===== src/rtl/sign_restore_pkg.sv =====
// -----------------------------------------------------------------------------
// Module : sr_pkg
// Shared constants and the sign-reapply/saturate helper for the sign path.
// Rev    : 1.0 initial release
// -----------------------------------------------------------------------------
`default_nettype none

package sr_pkg;

  localparam int WIDTH_DEF = 32;
  localparam logic [WIDTH_DEF-1:0] SMAX = 32'h7FFFFFFF;
  localparam logic [WIDTH_DEF-1:0] SMIN = 32'h80000000;

  // Returns {ovf, data}: the magnitude with its sign restored, clamped to range.
  function automatic logic [WIDTH_DEF:0] sat_apply_sign(input logic sign,
                                                        input logic [WIDTH_DEF-1:0] mag);
    logic [WIDTH_DEF:0] r;
    if (!sign) begin
      if (mag[WIDTH_DEF-1]) r = {1'b1, SMAX};
      else                  r = {1'b0, mag};
    end else begin
      if (mag > SMIN) r = {1'b1, SMIN};
      else            r = {1'b0, (~mag) + {{(WIDTH_DEF-1){1'b0}}, 1'b1}};
    end
    return r;
  endfunction

endpackage

`default_nettype wire


===== src/rtl/sign_restore_if.sv =====
// -----------------------------------------------------------------------------
// Module : sign_restore_if
// Sign, magnitude and result handshakes plus status for sign_restore.
// Rev    : 1.0 initial release
// -----------------------------------------------------------------------------
`default_nettype none

interface sign_restore_if #(
  parameter int WIDTH = 32,
  parameter int CNTW  = 3
);
  logic             sgn_valid;
  logic             sgn_in;
  logic             sgn_ready;
  logic             mag_valid;
  logic [WIDTH-1:0] mag_in;
  logic             mag_ready;
  logic             res_valid;
  logic [WIDTH-1:0] res_data;
  logic             res_ovf;
  logic             res_ready;
  logic [CNTW-1:0]  fill_count;
  logic             underrun_err;

  // Upstream/downstream environment side.
  modport master (
    output sgn_valid, sgn_in, mag_valid, mag_in, res_ready,
    input  sgn_ready, mag_ready, res_valid, res_data, res_ovf, fill_count, underrun_err
  );

  // sign_restore side.
  modport slave (
    input  sgn_valid, sgn_in, mag_valid, mag_in, res_ready,
    output sgn_ready, mag_ready, res_valid, res_data, res_ovf, fill_count, underrun_err
  );
endinterface

`default_nettype wire


===== src/rtl/sign_restore_fifo.sv =====
// -----------------------------------------------------------------------------
// Module : sign_fifo
// DEPTH-entry, 1-bit wide strict FIFO holding stripped sign bits.
// Rev    : 1.0 initial release
// -----------------------------------------------------------------------------
`default_nettype none

module sign_fifo #(
  parameter int DEPTH = 4
) (
  input  logic                     clk,
  input  logic                     rst_n,
  input  logic                     push,
  input  logic                     pop,
  input  logic                     din,
  output logic                     dout,
  output logic                     full,
  output logic                     empty,
  output logic [$clog2(DEPTH):0]   count
);

  localparam int AW = $clog2(DEPTH);
  localparam logic [AW:0] C_DEPTH = (AW+1)'(DEPTH);

  logic [DEPTH-1:0] mem;
  logic [AW-1:0]    wr_ptr;
  logic [AW-1:0]    rd_ptr;
  logic             do_push;
  logic             do_pop;

  assign full    = (count == C_DEPTH);
  assign empty   = (count == '0);
  assign do_push = push && !full;
  assign do_pop  = pop && !empty;
  assign dout    = mem[rd_ptr];

  // Pointers wrap naturally because DEPTH is a power of two.
  always_ff @(posedge clk or negedge rst_n) begin
    if (!rst_n) begin
      mem    <= '0;
      wr_ptr <= '0;
      rd_ptr <= '0;
      count  <= '0;
    end else begin
      if (do_push) begin
        mem[wr_ptr] <= din;
        wr_ptr      <= wr_ptr + 1'b1;
      end
      if (do_pop) begin
        rd_ptr <= rd_ptr + 1'b1;
      end
      case ({do_push, do_pop})
        2'b10:   count <= count + 1'b1;
        2'b01:   count <= count - 1'b1;
        default: count <= count;
      endcase
    end
  end

endmodule

`default_nettype wire


===== src/rtl/sign_restore.sv =====
// -----------------------------------------------------------------------------
// Module : sign_restore
// Reapplies queued signs to returning magnitudes with saturation, registered out.
// Rev    : 1.0 initial release
// -----------------------------------------------------------------------------
`default_nettype none

module sign_restore
  import sr_pkg::*;
#(
  parameter int WIDTH = WIDTH_DEF,
  parameter int DEPTH = 4,
  parameter int CNTW  = 3
) (
  input  logic             clk,
  input  logic             rst_n,
  sign_restore_if.slave    bus
);

  logic            fifo_dout;
  logic            fifo_full;
  logic            fifo_empty;
  logic [CNTW-1:0] fifo_count;
  logic            push;
  logic            xfer;
  logic [WIDTH:0]  sat;

  logic             res_valid;
  logic [WIDTH-1:0] res_data;
  logic             res_ovf;
  logic             underrun_err;

  // A full FIFO refuses pushes even when a pop is happening in the same cycle.
  assign push          = bus.sgn_valid && !fifo_full;
  assign bus.sgn_ready = !fifo_full;
  assign bus.mag_ready = !fifo_empty && (!res_valid || bus.res_ready);
  assign xfer          = bus.mag_valid && bus.mag_ready;
  assign sat           = sat_apply_sign(fifo_dout, bus.mag_in);

  sign_fifo #(.DEPTH(DEPTH)) u_fifo (
    .clk   (clk),
    .rst_n (rst_n),
    .push  (push),
    .pop   (xfer),
    .din   (bus.sgn_in),
    .dout  (fifo_dout),
    .full  (fifo_full),
    .empty (fifo_empty),
    .count (fifo_count)
  );

  always_ff @(posedge clk or negedge rst_n) begin
    if (!rst_n) begin
      res_valid    <= 1'b0;
      res_data     <= '0;
      res_ovf      <= 1'b0;
      underrun_err <= 1'b0;
    end else begin
      if (xfer) begin
        res_valid <= 1'b1;
        res_ovf   <= sat[WIDTH];
        res_data  <= sat[WIDTH-1:0];
      end else if (bus.res_ready) begin
        res_valid <= 1'b0;
      end
      if (bus.mag_valid && fifo_empty) begin
        underrun_err <= 1'b1;
      end
    end
  end

  assign bus.res_valid    = res_valid;
  assign bus.res_data     = res_data;
  assign bus.res_ovf      = res_ovf;
  assign bus.underrun_err = underrun_err;
  assign bus.fill_count   = fifo_count;

endmodule

`default_nettype wire


===== src/flat_wrapper.sv =====
// flat-port wrapper written by rule: the top's interface ports become plain ports
module sign_restore_flat import sr_pkg::*;
#(
  parameter int WIDTH = WIDTH_DEF,
  parameter int DEPTH = 4,
  parameter int CNTW  = 3
)
  (clk, rst_n, bus_sgn_valid, bus_sgn_in, bus_mag_valid, bus_mag_in, bus_res_ready, bus_sgn_ready, bus_mag_ready, bus_res_valid, bus_res_data, bus_res_ovf, bus_fill_count, bus_underrun_err);
  sign_restore_if #(.WIDTH(WIDTH), .CNTW(CNTW)) bus_i ();
  input  logic clk;
  input  logic rst_n;
  input wire logic [$bits(bus_i.sgn_valid)-1:0] bus_sgn_valid;
  input wire logic [$bits(bus_i.sgn_in)-1:0] bus_sgn_in;
  input wire logic [$bits(bus_i.mag_valid)-1:0] bus_mag_valid;
  input wire logic [$bits(bus_i.mag_in)-1:0] bus_mag_in;
  input wire logic [$bits(bus_i.res_ready)-1:0] bus_res_ready;
  output wire logic [$bits(bus_i.sgn_ready)-1:0] bus_sgn_ready;
  output wire logic [$bits(bus_i.mag_ready)-1:0] bus_mag_ready;
  output wire logic [$bits(bus_i.res_valid)-1:0] bus_res_valid;
  output wire logic [$bits(bus_i.res_data)-1:0] bus_res_data;
  output wire logic [$bits(bus_i.res_ovf)-1:0] bus_res_ovf;
  output wire logic [$bits(bus_i.fill_count)-1:0] bus_fill_count;
  output wire logic [$bits(bus_i.underrun_err)-1:0] bus_underrun_err;
  assign bus_i.sgn_valid = bus_sgn_valid;
  assign bus_i.sgn_in = bus_sgn_in;
  assign bus_i.mag_valid = bus_mag_valid;
  assign bus_i.mag_in = bus_mag_in;
  assign bus_i.res_ready = bus_res_ready;
  assign bus_sgn_ready = bus_i.sgn_ready;
  assign bus_mag_ready = bus_i.mag_ready;
  assign bus_res_valid = bus_i.res_valid;
  assign bus_res_data = bus_i.res_data;
  assign bus_res_ovf = bus_i.res_ovf;
  assign bus_fill_count = bus_i.fill_count;
  assign bus_underrun_err = bus_i.underrun_err;
  sign_restore #(.WIDTH(WIDTH), .DEPTH(DEPTH), .CNTW(CNTW)) u_core (.clk(clk), .rst_n(rst_n), .bus(bus_i));
endmodule

===== config.mk =====
export PLATFORM = sky130hd
export DESIGN_NAME = sign_restore_flat
export DESIGN_NICKNAME = d
export VERILOG_FILES = /design/src/rtl/sign_restore_pkg.sv /design/src/rtl/sign_restore_if.sv /design/src/rtl/sign_restore_fifo.sv /design/src/rtl/sign_restore.sv /design/src/flat_wrapper.sv
export SDC_FILE = /design/constraint.sdc
export NUM_CORES = 1
export LEC_CHECK = 0
export ABC_AREA = 1
export BUFFER_PORTS_ARGS = -buffer_cell sky130_fd_sc_hd__buf_2
export CAP_MARGIN = 20
export CORE_MARGIN = 2
export CORE_UTILIZATION = 41
export DETAILED_ROUTE_END_ITERATION = 16
export GPL_ROUTABILITY_DRIVEN = 0
export HOLD_SLACK_MARGIN = 0.15
export SETUP_SLACK_MARGIN = 0.3
export SYNTH_ARGS = -nofsm -noshare
export SYNTH_HDL_FRONTEND = slang
export SYNTH_HIERARCHICAL = 1
export SYNTH_SLANG_ARGS = --single-unit

===== constraint.sdc =====
create_clock -name clk -period 5.7 [get_ports clk]
set_clock_uncertainty 0.2 [all_clocks]
set_input_delay 1.14 -clock clk [delete_from_list [all_inputs] [get_ports clk]]
set_output_delay 1.14 -clock clk [all_outputs]
set_load 0.005 [all_outputs]

==> flow_summary.yaml, run 1 <==
placed_design:
  port_buffers: 77
  hpwl_mm: 6.81
global_route:
  antenna_found_initial: 0
  grt_max_degree: 47
  track_usage: 0.217
  overflow: 0
  grt_pass1_vias: 3149
  grt_pass1_wl_mm: 15.2
finish:
  nets: 588
  final_util: 0.503
  drive_gt1_frac: 0.241
  regArea_sq_mm: 0.00115
  area_growth_pct: 17.8
  fillers: 823
  multi_input_area_sq_mm: 0.00188
  diodes: 0
timing:
  setup_viol: 0
  maxSlewViolCount: 0
  min_period_ns: 3.26
  hold_viol_final: 0
  rsz0062_at_grt: "false"
  fin_setup_tns_ns: 0
  clock.fmax_mhz: 307
  maxSlewHeadroom: 0.399
  worst-slew-pin-transition_ns: 0.899
  fin_crit_sh: 0.571
cts:
  postCtsSetupRepairBufs: 0
  hold_buffers: 0
  cts_tree: "done"
  cts_resized: 0
  clock_path_buffers: 2
  htreeDepth: 2
  cts_sinks: 46
  insertion_delay_ns: 0.30
  root_buffer: "clkbuf_8"
  clk_pin_slew_worst_paths_ns: 0.10
  cts_buffers: 5
power:
  power_leakage_nw: 1.83
  p_sw_mw: 0.755
  internal_power_mw: 1.02
  ir_drop_uv: 204
  seqPwrFrac: 0.322
  p_comb_frac: 0.534
  power_frac_clock: 0.144
  p_sw_frac: 0.426
  powerDensity_mw_per_mm2: 454
setup_path:
  cp_max_fo: 21
  arrival_ns: 3.27
  reg2regPathDepth: 14
  r2r_slack_ns: 2.64
  rr_endpoint: "u_core/u_fifo/count[2]"
  path_class: "input port to flip-flop"
  start_kind: "input port"
  endpoint_kind: "flip-flop"
  required_ns: 5.71
  r2r_start: "u_core/u_fifo/count[2]"
drt:
  wl_per_cell_microns: 14.0
  drc: 0
  dr.pass1.iters: 4
  drt_iter0_drc: 204
  wirelength_mm: 9.06
  route.vias.total: 3272
  drtAntennaViolNets: 0
  viasPerCell: 5.07
synth:
  avgSynthCellArea_sq_um: 7.05
  yosysTopAreaCell: "dfrtp_1"
  synth_top_area_frac: 0.347
  seq_area_frac_synth: 0.347
  synth_nets: 516
  yosys-top-cells-area: "dfrtp_1 (35%), nand2_1 (10%), a21oi_1 (7.8%), nor2_1 (7.0%), inv_1 (5.8%)"
  syn_area_sq_mm: 0.00332
  syn-instance-count: 471
  synth_cell_type_count: 34
  ys_seq_elements: 46
  yosysWarnings: 6
run_status:
  status: "complete, no violations"
worst_hold_path:
  hold_path_end: "u_core/bus.underrun_err"
  hp-class: "flip-flop to flip-flop"
  worstHoldStart: "u_core/bus.underrun_err"
  holdPathStages: 1
die:
  core_area_sq_mm: 0.00777
  die-area_sq_mm: 0.00883
  die_h_microns: 94.0
  rows: 32
  boundaryPins: 78
  die_w_microns: 94.0
  initial_utilization: 0.427
flow_run:
  cap_violations: 0
[area by class of cell]
class                      count  share of cell area
multi-input combinational    354               0.480
sequential                    46               0.294
timing repair buffer          82               0.111
clock buffer                   5              0.0176
clock inverter                 3              0.0115
inverter                      54              0.0519
tap                          102              0.0327
[worst max path at each step]
stage / start / end / slack (ns) / depth (start not counted)
global placement: bus_res_ready / u_core/u_fifo/count[2] / 2.17 / 13
global route: bus_res_ready / u_core/u_fifo/count[2] / 2.19 / 13
finish: bus_res_ready / u_core/u_fifo/count[2] / 2.44 / 13
floorplan: bus_res_ready / u_core/u_fifo/count[2] / 2.51 / 13
CTS: bus_res_ready / u_core/u_fifo/count[2] / 2.42 / 13
detailed placement: bus_res_ready / u_core/u_fifo/count[2] / 2.08 / 13
[kinds of logic (layout without fill, tap and decap cells)]
group                    count (synthesis)  in the layout  share of synthesized area
buffers and inverters                   71            144                     0.0905
adder cells (fa/ha/maj)                  7              7                     0.0286
AO/OA/AOI/OAI                          114            114                      0.206
flip-flops                              46             46                      0.347
AND/OR/NAND/NOR                        232            232                      0.325
XOR/XNOR                                 1              1                    0.00264
[flip-flops by register name (all words and copies together), names as in the netlist]
name and flops:
u_core/bus.res_data 32, u_core/bus.res_ovf 1, u_core/bus.res_valid 1, u_core/bus.underrun_err 1, u_core/u_fifo/count 3, u_core/u_fifo/mem 4, u_core/u_fifo/rd_ptr 2, u_core/u_fifo/wr_ptr 2
[layout by cell type, fill, tap and decap left out, types with 4 or more instances in the layout]
master     instances
nand4_1            7
clkbuf_8           5
a2bb2oi_1         12
nor2_1            62
ha_1               6
o21ai_0           25
a21oi_1           52
nor2_4             4
buf_4              4
o211ai_1           4
inv_1             51
nand3_1           36
nand3_2            4
dfrtp_1           46
or2_2             20
a21boi_1          12
nor2_2             4
nand2_1           88
buf_2             77
[layer usage]
layer,GRT usage,vias up,share of wire
met5,0,-,0
met4,0.0640,0,0.016
met3,0.0393,9,0.059
met2,0.348,86,0.45
met1,0.299,1477,0.47
li1,-,1700,-
[stage by stage]
stage	cells	setup WS, ns	hold slack, ns	cell area [sq um]	total power, mW
6_report	646	2.44	0.260	3910	1.77
5_1_grt	646	2.19	0.288	3910	1.95
4_1_cts	645	2.42	0.268	3890	1.79
3_5_place_dp	637	2.08	0.244	3770	1.53
3_3_place_gp	637	2.17	0.237	3770	1.51
2_1_floorplan	471	2.51	0.236	3320	1.22
[synthesized netlist by cell type (all sizes together)]
library cell and instances:
nand2 91, nor2 70, inv 53, a21oi 52, dfrtp 46, nand3 40
o21ai 28, or2 21, a21boi 14, a2bb2oi 12, clkbuf 10, buf 7
nand4 7, ha 6, o211ai 5, a31oi 2, nor3 2, a21o 1
clkinv 1, fa 1, nor3b 1, xnor2 1
[power groups by stage]
stage	Clock [mW]	Combinational [mW]	Sequential, mW
floorplan	0	0.638	0.577
global placement	0	0.936	0.576
detailed placement	0	0.951	0.578
CTS	0.264	0.954	0.573
global route	0.275	1.09	0.592
finish	0.255	0.947	0.571
[critical path, stage by stage]
cell and delay, ns:
buf_2 0.08, nor2_1 0.06, nor3b_4 0.53, buf_4 0.36
nand2_1 0.13, inv_1 0.07, ha_1 0.16, inv_1 0.06
fa_1 0.38, nand2_1 0.10, nand3_1 0.08, nand2_1 0.06
nand2_1 0.04
No activity file was read; power rests on OpenSTA's default activity.
==> run 2: changes to the inputs <==
- clock period: 5.7 -> 3.2 ns (I/O delays scaled with it)
==> run 2 against run 1 <==
  * Die area unchanged
  * Via count up 5.2%
  * Global-route usage up 0.23 points
  * Sequential share of layout area down 0.15 points
  * Critical path type unchanged
  * Critical endpoint is now u_core/bus.res_data[10]
==> flow_summary.yaml, run 2 (synthesized netlist as in run 1, its figures left out) <==
global_route:
  grt_pass1_vias: 3187
  overflow: 0
  grt_pass1_wl_mm: 15.5
  grt_max_degree: 52
  track_usage: 0.219
  antenna_found_initial: 0
cts:
  insertion_delay_ns: 0.30
  htreeDepth: 2
  clock_path_buffers: 2
  cts_tree: "done"
  cts_buffers: 5
  clk_pin_slew_worst_paths_ns: 0.10
  root_buffer: "clkbuf_8"
  cts_sinks: 46
worst_hold_path:
  hold_path_end: "u_core/bus.underrun_err"
  hp-class: "flip-flop to flip-flop"
  holdPathStages: 1
  worstHoldStart: "u_core/bus.underrun_err"
power:
  power_leakage_nw: 1.84
  ir_drop_uv: 419
  power_mw: 3.18
  powerDensity_mw_per_mm2: 808
setup_path:
  worstPathBufferInverterCount: 3
  arrival_ns: 2.46
  rr_endpoint: "u_core/u_fifo/count[2]"
  reg2regPathDepth: 13
  path_class: "input port to flip-flop"
  endpoint_kind: "flip-flop"
  max_stage_delay_ns: 0.42
  crit_chain: "buf_2 > inv_1 > ha_1 > nand3_2 > nor2_4 > nand2_4 > o21ai_4 > buf_4 > o211ai_1 > a21boi_1"
  cp_max_fo: 17
  start_kind: "input port"
  r2r_slack_ns: 0.79
  required_ns: 3.24
  cp_top_family: "compound AO/OA/AOI/OAI gates"
  critPathSlowestCell: "o21ai_4"
  r2r_start: "u_core/u_fifo/count[2]"
timing:
  maxSlewHeadroom: 0.643
  worst-slew-pin-transition_ns: 0.536
  hold_viol_final: 0
  min_period_ns: 2.42
  layout_setup_ws_ns: 0.776
  maxSlewViolCount: 0
  fin_setup_tns_ns: 0
  rsz0062_at_grt: "false"
  setup_viol: 0
  fin_crit_sh: 0.757
  holdWs_ns: 0.258
  clock.fmax_mhz: 413
drt:
  drt_iter0_drc: 182
  drc: 0
  viasPerCell: 5.30
  dr.pass1.iters: 5
  wl_per_cell_microns: 14.3
  route.vias.total: 3443
  drtAntennaViolNets: 0
  wirelength_mm: 9.27
finish:
  area_growth_pct: 18.4
  regMostFlops: "u_core/bus.res_data"
  layout_common_cells: "nand2_1 (88), buf_2 (77), nor2_1 (62), a21oi_1 (52), inv_1 (51)"
  largest_register_ffs: 32
  largestRegisters: "u_core/bus.res_data x32, u_core/u_fifo/mem x4, u_core/u_fifo/count x3"
  fin_area_sq_mm: 0.00393
  nets: 592
  final_util: 0.506
  final_common_cell: "nand2_1"
  diodes: 0
  drive_gt1_frac: 0.245
  fillers: 806
  final_cells: 650
placed_design:
  hpwl_mm: 7.04
  port_buffers: 77
  placedCellCount: 641
  placed_cell_area_sq_mm: 0.00380
  place_ws_ns: 0.444
die:
  die_h_microns: 94.0
  core_area_sq_mm: 0.00777
  die-area_sq_mm: 0.00883
  boundaryPins: 78
  die_w_microns: 94.0
  initial_utilization: 0.427
  rows: 32
flow_run:
  cap_violations: 0
run_status:
  status: "complete, no violations"
[run 2: changes by cell type in the layout (fill, tap and decap cells not counted)]
cell / delta
buf_4: +4
buf_12: -1
dlygate4sd3_1: +1
[run 2: power by group]
group / switching (mW) / leakage [nW] / internal (mW)
clock: 0.222 / 0.0504 / 0.233
combinational: 0.972 / 1.28 / 0.732
sequential: 0.162 / 0.516 / 0.855
[run 2: what timing repair did]
action	CTS	global route
buffers inserted	0	0
hold buffers	1	0
resized for setup	0	0
endpoints found under the hold margin	22	0
[run 2: worst max path at each step]
stage	start	end	cells after the start
2_1_floorplan	bus_res_ready	u_core/u_fifo/count[2]	13
3_3_place_gp	bus_mag_in[0]	u_core/bus.res_data[10]	10
3_5_place_dp	bus_mag_in[0]	u_core/bus.res_data[10]	10
4_1_cts	u_core/u_fifo/count[0]	u_core/u_fifo/count[2]	13
5_1_grt	u_core/u_fifo/count[1]	u_core/u_fifo/count[2]	13
6_report	bus_mag_in[0]	u_core/bus.res_data[10]	10
[run 2: area by class of cell]
| cell class | count | area (sq um) | area share |
|---|---|---|---|
| Multi-Input combinational cell | 354 | 1880 | 0.478 |
| Sequential cell | 46 | 1150 | 0.293 |
| Timing Repair Buffer | 86 | 455 | 0.116 |
| Inverter | 54 | 203 | 0.0516 |
| Tap cell | 102 | 128 | 0.0325 |
| Clock buffer | 5 | 68.8 | 0.0175 |
| Clock inverter | 3 | 45.0 | 0.0115 |
[run 2: worst register-to-register path: cells and delay by family (launching register included)]
kind | cells | cell delay, ns
AND/OR/NAND/NOR | 7 | 0.83
adder cells (fa/ha/maj) | 2 | 0.54
flip-flops | 1 | 0.42
buffers and inverters | 4 | 0.33
[run 2: layer usage]
layer  GRT usage  part of all wire
met4      0.0725             0.023
met5           0                 0
met2       0.349              0.45
met1       0.300              0.47
met3      0.0401             0.057
==> run 3: changes to the inputs <==
- ABC_AREA: 1 -> 0
- PLACE_DENSITY: unset -> 0.67
- clock period: 3.2 -> 1.99 ns (I/O delays scaled with it)
==> run 3 against run 2 <==
  * Area after synthesis is 7.2% lower
  * Synthesized cell count is 22% lower
  * The flow now finishes with violations (setup timing)
  * Via count is 6.5% higher
  * Combinational power is 110% higher
  * Critical endpoint is now u_core/bus.res_data[15]
  * Critical path type unchanged
==> flow_summary.yaml, run 3 <==
setup_path:
  cp_top_family: "simple AND/OR/NAND/NOR gates"
  cp_max_fo: 5
  max_stage_delay_ns: 0.54
  worstPathBufferInverterCount: 4
  critPathSlowestCell: "or4b_4"
  endpoint_kind: "flip-flop"
  cpMostUsedCell: "buf_6"
  start_kind: "input port"
  path_class: "input port to flip-flop"
  required_ns: 2.05
  crit_chain: "buf_6 > buf_6 > or4b_4 > or3_4 > o41ai_4 > buf_4 > buf_6 > or3b_1 > nand3_1"
  arrival_ns: 2.47
cts:
  cts_tree: "done"
  cts_sinks: 46
  clock_path_buffers: 2
  root_buffer: "clkbuf_8"
  cts_buffers: 5
  htreeDepth: 2
  clk_pin_slew_worst_paths_ns: 0.10
  insertion_delay_ns: 0.32
synth:
  netlist_top_cells_count: "nor2_1 (52), dfrtp_1 (46), nand2_1 (25)"
  seq_area_frac_synth: 0.374
  syn_area_sq_mm: 0.00308
  synthArstFlopShare: 1.00
  yosys-top-cells-area: "dfrtp_1 (37%), nor2_1 (6.3%), o21ai_0 (3.4%), nand2_1 (3.0%), a21oi_1 (2.9%)"
  ys_seq_elements: 46
  synth_edf_count: 0
  synth_most_common_cell: "nor2_1"
  yosysTopAreaCell: "dfrtp_1"
  synth_nets: 412
  avgSynthCellArea_sq_um: 8.40
  yosysWarnings: 6
  synth_top_area_frac: 0.374
  synth_cell_type_count: 64
  ys.flop_type: "dfrtp_1"
  syn-instance-count: 367
global_route:
  grt_pass1_wl_mm: 16.8
  grt_max_degree: 32
  met1_usage: 0.302
  use_met3: 0.0584
  busiest_layer: "met2"
  overflow: 0
  use_met2: 0.429
  track_usage: 0.250
  antenna_found_initial: 0
  grt_pass1_vias: 3550
flow_run:
  cap_violations: 0
timing:
  maxSlewViolCount: 0
  setup_viol: 35
  worst-slew-pin-transition_ns: 0.481
  fin_crit_sh: 1.21
  min_period_ns: 2.41
  maxSlewHeadroom: 0.678
  layout_setup_ws_ns: -0.424
  hold_viol_final: 0
  clock.fmax_mhz: 414
  rsz0062_at_grt: "true"
finish:
  fin_area_sq_mm: 0.00491
  drive_gt1_frac: 0.493
  regMostFlops: "u_core/bus.res_data"
  final_common_cell: "buf_4"
  area_growth_pct: 59.4
  largest_register_ffs: 32
  diodes: 0
  fillers: 581
  largestRegisters: "u_core/bus.res_data x32, u_core/u_fifo/mem x4, u_core/u_fifo/count x3"
  nets: 602
  layout_common_cells: "buf_4 (113), buf_2 (73), nor2_1 (51), dfrtp_1 (43), nand2_1 (22)"
  final_util: 0.677
die:
  die_w_microns: 90.7
  rows: 31
  initial_utilization: 0.425
  die-area_sq_mm: 0.00823
  boundaryPins: 78
  die_h_microns: 90.7
  core_area_sq_mm: 0.00725
power:
  ir_drop_uv: 927
  power_leakage_nw: 2.18
  powerDensity_mw_per_mm2: 1190
placed_design:
  hpwl_mm: 7.64
  port_buffers: 77
  placed_cell_area_sq_mm: 0.00437
drt:
  wirelength_mm: 10.6
  drc: 0
  drtAntennaViolNets: 0
  route.vias.total: 3667
  drt_iter0_drc: 302
  viasPerCell: 5.58
  wl_per_cell_microns: 16.1
  dr.pass1.iters: 7
worst_hold_path:
  hp-class: "input port to flip-flop"
run_status:
  violations: "setup timing"
  status: "complete, but fails checks"
==> run 3: cell types whose count changed in the layout (fill, tap and decap cells not counted), sizes merged, moves of 9 or more <==
cell,delta
o22ai,+9
nand2,-66
nand3,-29
or2,-21
or3,+15
nor3,+17
a31oi,+11
a21oi,-34
nor2,-18
a21boi,-13
buf,+121
a2bb2oi,-12
inv,-33
==> run 3: logic make-up (layout without fill, tap and decap cells) <==
| group | count (synthesis) | after routing | synth area share |
|---|---|---|---|
| XOR/XNOR | 7 | 7 | 0.0199 |
| flip-flops | 46 | 46 | 0.374 |
| adder cells (fa/ha/maj) | 7 | 7 | 0.0309 |
| multiplexers | 3 | 3 | 0.0154 |
| AND/OR/NAND/NOR | 158 | 158 | 0.264 |
| buffers and inverters | 44 | 235 | 0.0650 |
| AO/OA/AOI/OAI | 102 | 102 | 0.232 |
==> run 3: timing repair <==
item | in CTS | in global routing
hold endpoints to repair | 32 | 0
pin swaps | 9 | 13
setup buffers | 14 | 11
gates cloned | 0 | 1
resized for setup | 34 | 25
hold buffers | 2 | 0
setup endpoints to repair | 41 | 41
==> run 3: worst register-to-register path, cell delays in order (launching register included) <==
cell and delay, ns:
dfrtp_2 0.44, nor3_4 0.07, inv_2 0.06, and2_4 0.15, nand2_4 0.05, inv_2 0.06
o31a_4 0.16, ha_4 0.14, inv_2 0.03, fa_2 0.32, xor2_1 0.14, nor2_1 0.14
xor2_1 0.16
==> run 3: where the power goes <==
part / internal (mW) / leakage, nW / total, mW / switching [mW]
clock: 0.254 / 0.0447 / 0.623 / 0.369
sequential: 1.38 / 0.509 / 1.70 / 0.322
combinational: 1.76 / 1.63 / 3.50 / 1.74
total: 3.39 / 2.18 / 5.83 / 2.43
==> run 3: metal layers <==
metal  part of all wire  vias up
met5                  0        -
met4              0.029        0
met3              0.065       27
met2               0.49      148
met1               0.42     1748
li1                   -     1744
==> run 3: final timing paths <==
check / slack [ns] / cells after the start / start / end
max reg2reg: -0.20 / 12 / u_core/u_fifo/count[1] / u_core/u_fifo/count[2]
max in group asynchronous: 0.74 / 3 / rst_n / u_core/u_fifo/count[2]
min in group asynchronous: 0.32 / 2 / rst_n / u_core/bus.res_data[8]
min: 0.23 / 3 / bus_mag_in[23] / u_core/bus.res_data[23]
min reg2reg: 0.27 / 1 / u_core/bus.underrun_err / u_core/bus.underrun_err
max: -0.42 / 9 / bus_mag_in[2] / u_core/bus.res_data[15]
==> run 3: cell type report <==
class	count	area, sq um	area share
timing repair buffer	208	1480	0.301
sequential	46	1150	0.235
inverter	19	88.8	0.0181
tap	99	124	0.0252
clock buffer	5	68.8	0.0140
clock inverter	3	25.0	0.00510
multi-input combinational	277	1970	0.402
==> run 3: through the flow <==
stage	cells	setup slack, ns	TNS [ns]	power (mW)	hold slack, ns
floorplan	367	-0.686	-16.12	3.43	-0.0976
global placement	621	-0.762	-19.83	4.71	0.139
detailed placement	621	-0.801	-21.39	4.81	0.145
CTS	645	-0.385	-8.16	5.61	0.217
global route	657	-0.462	-11.45	6.24	0.220
finish	657	-0.424	-9.81	5.83	0.226
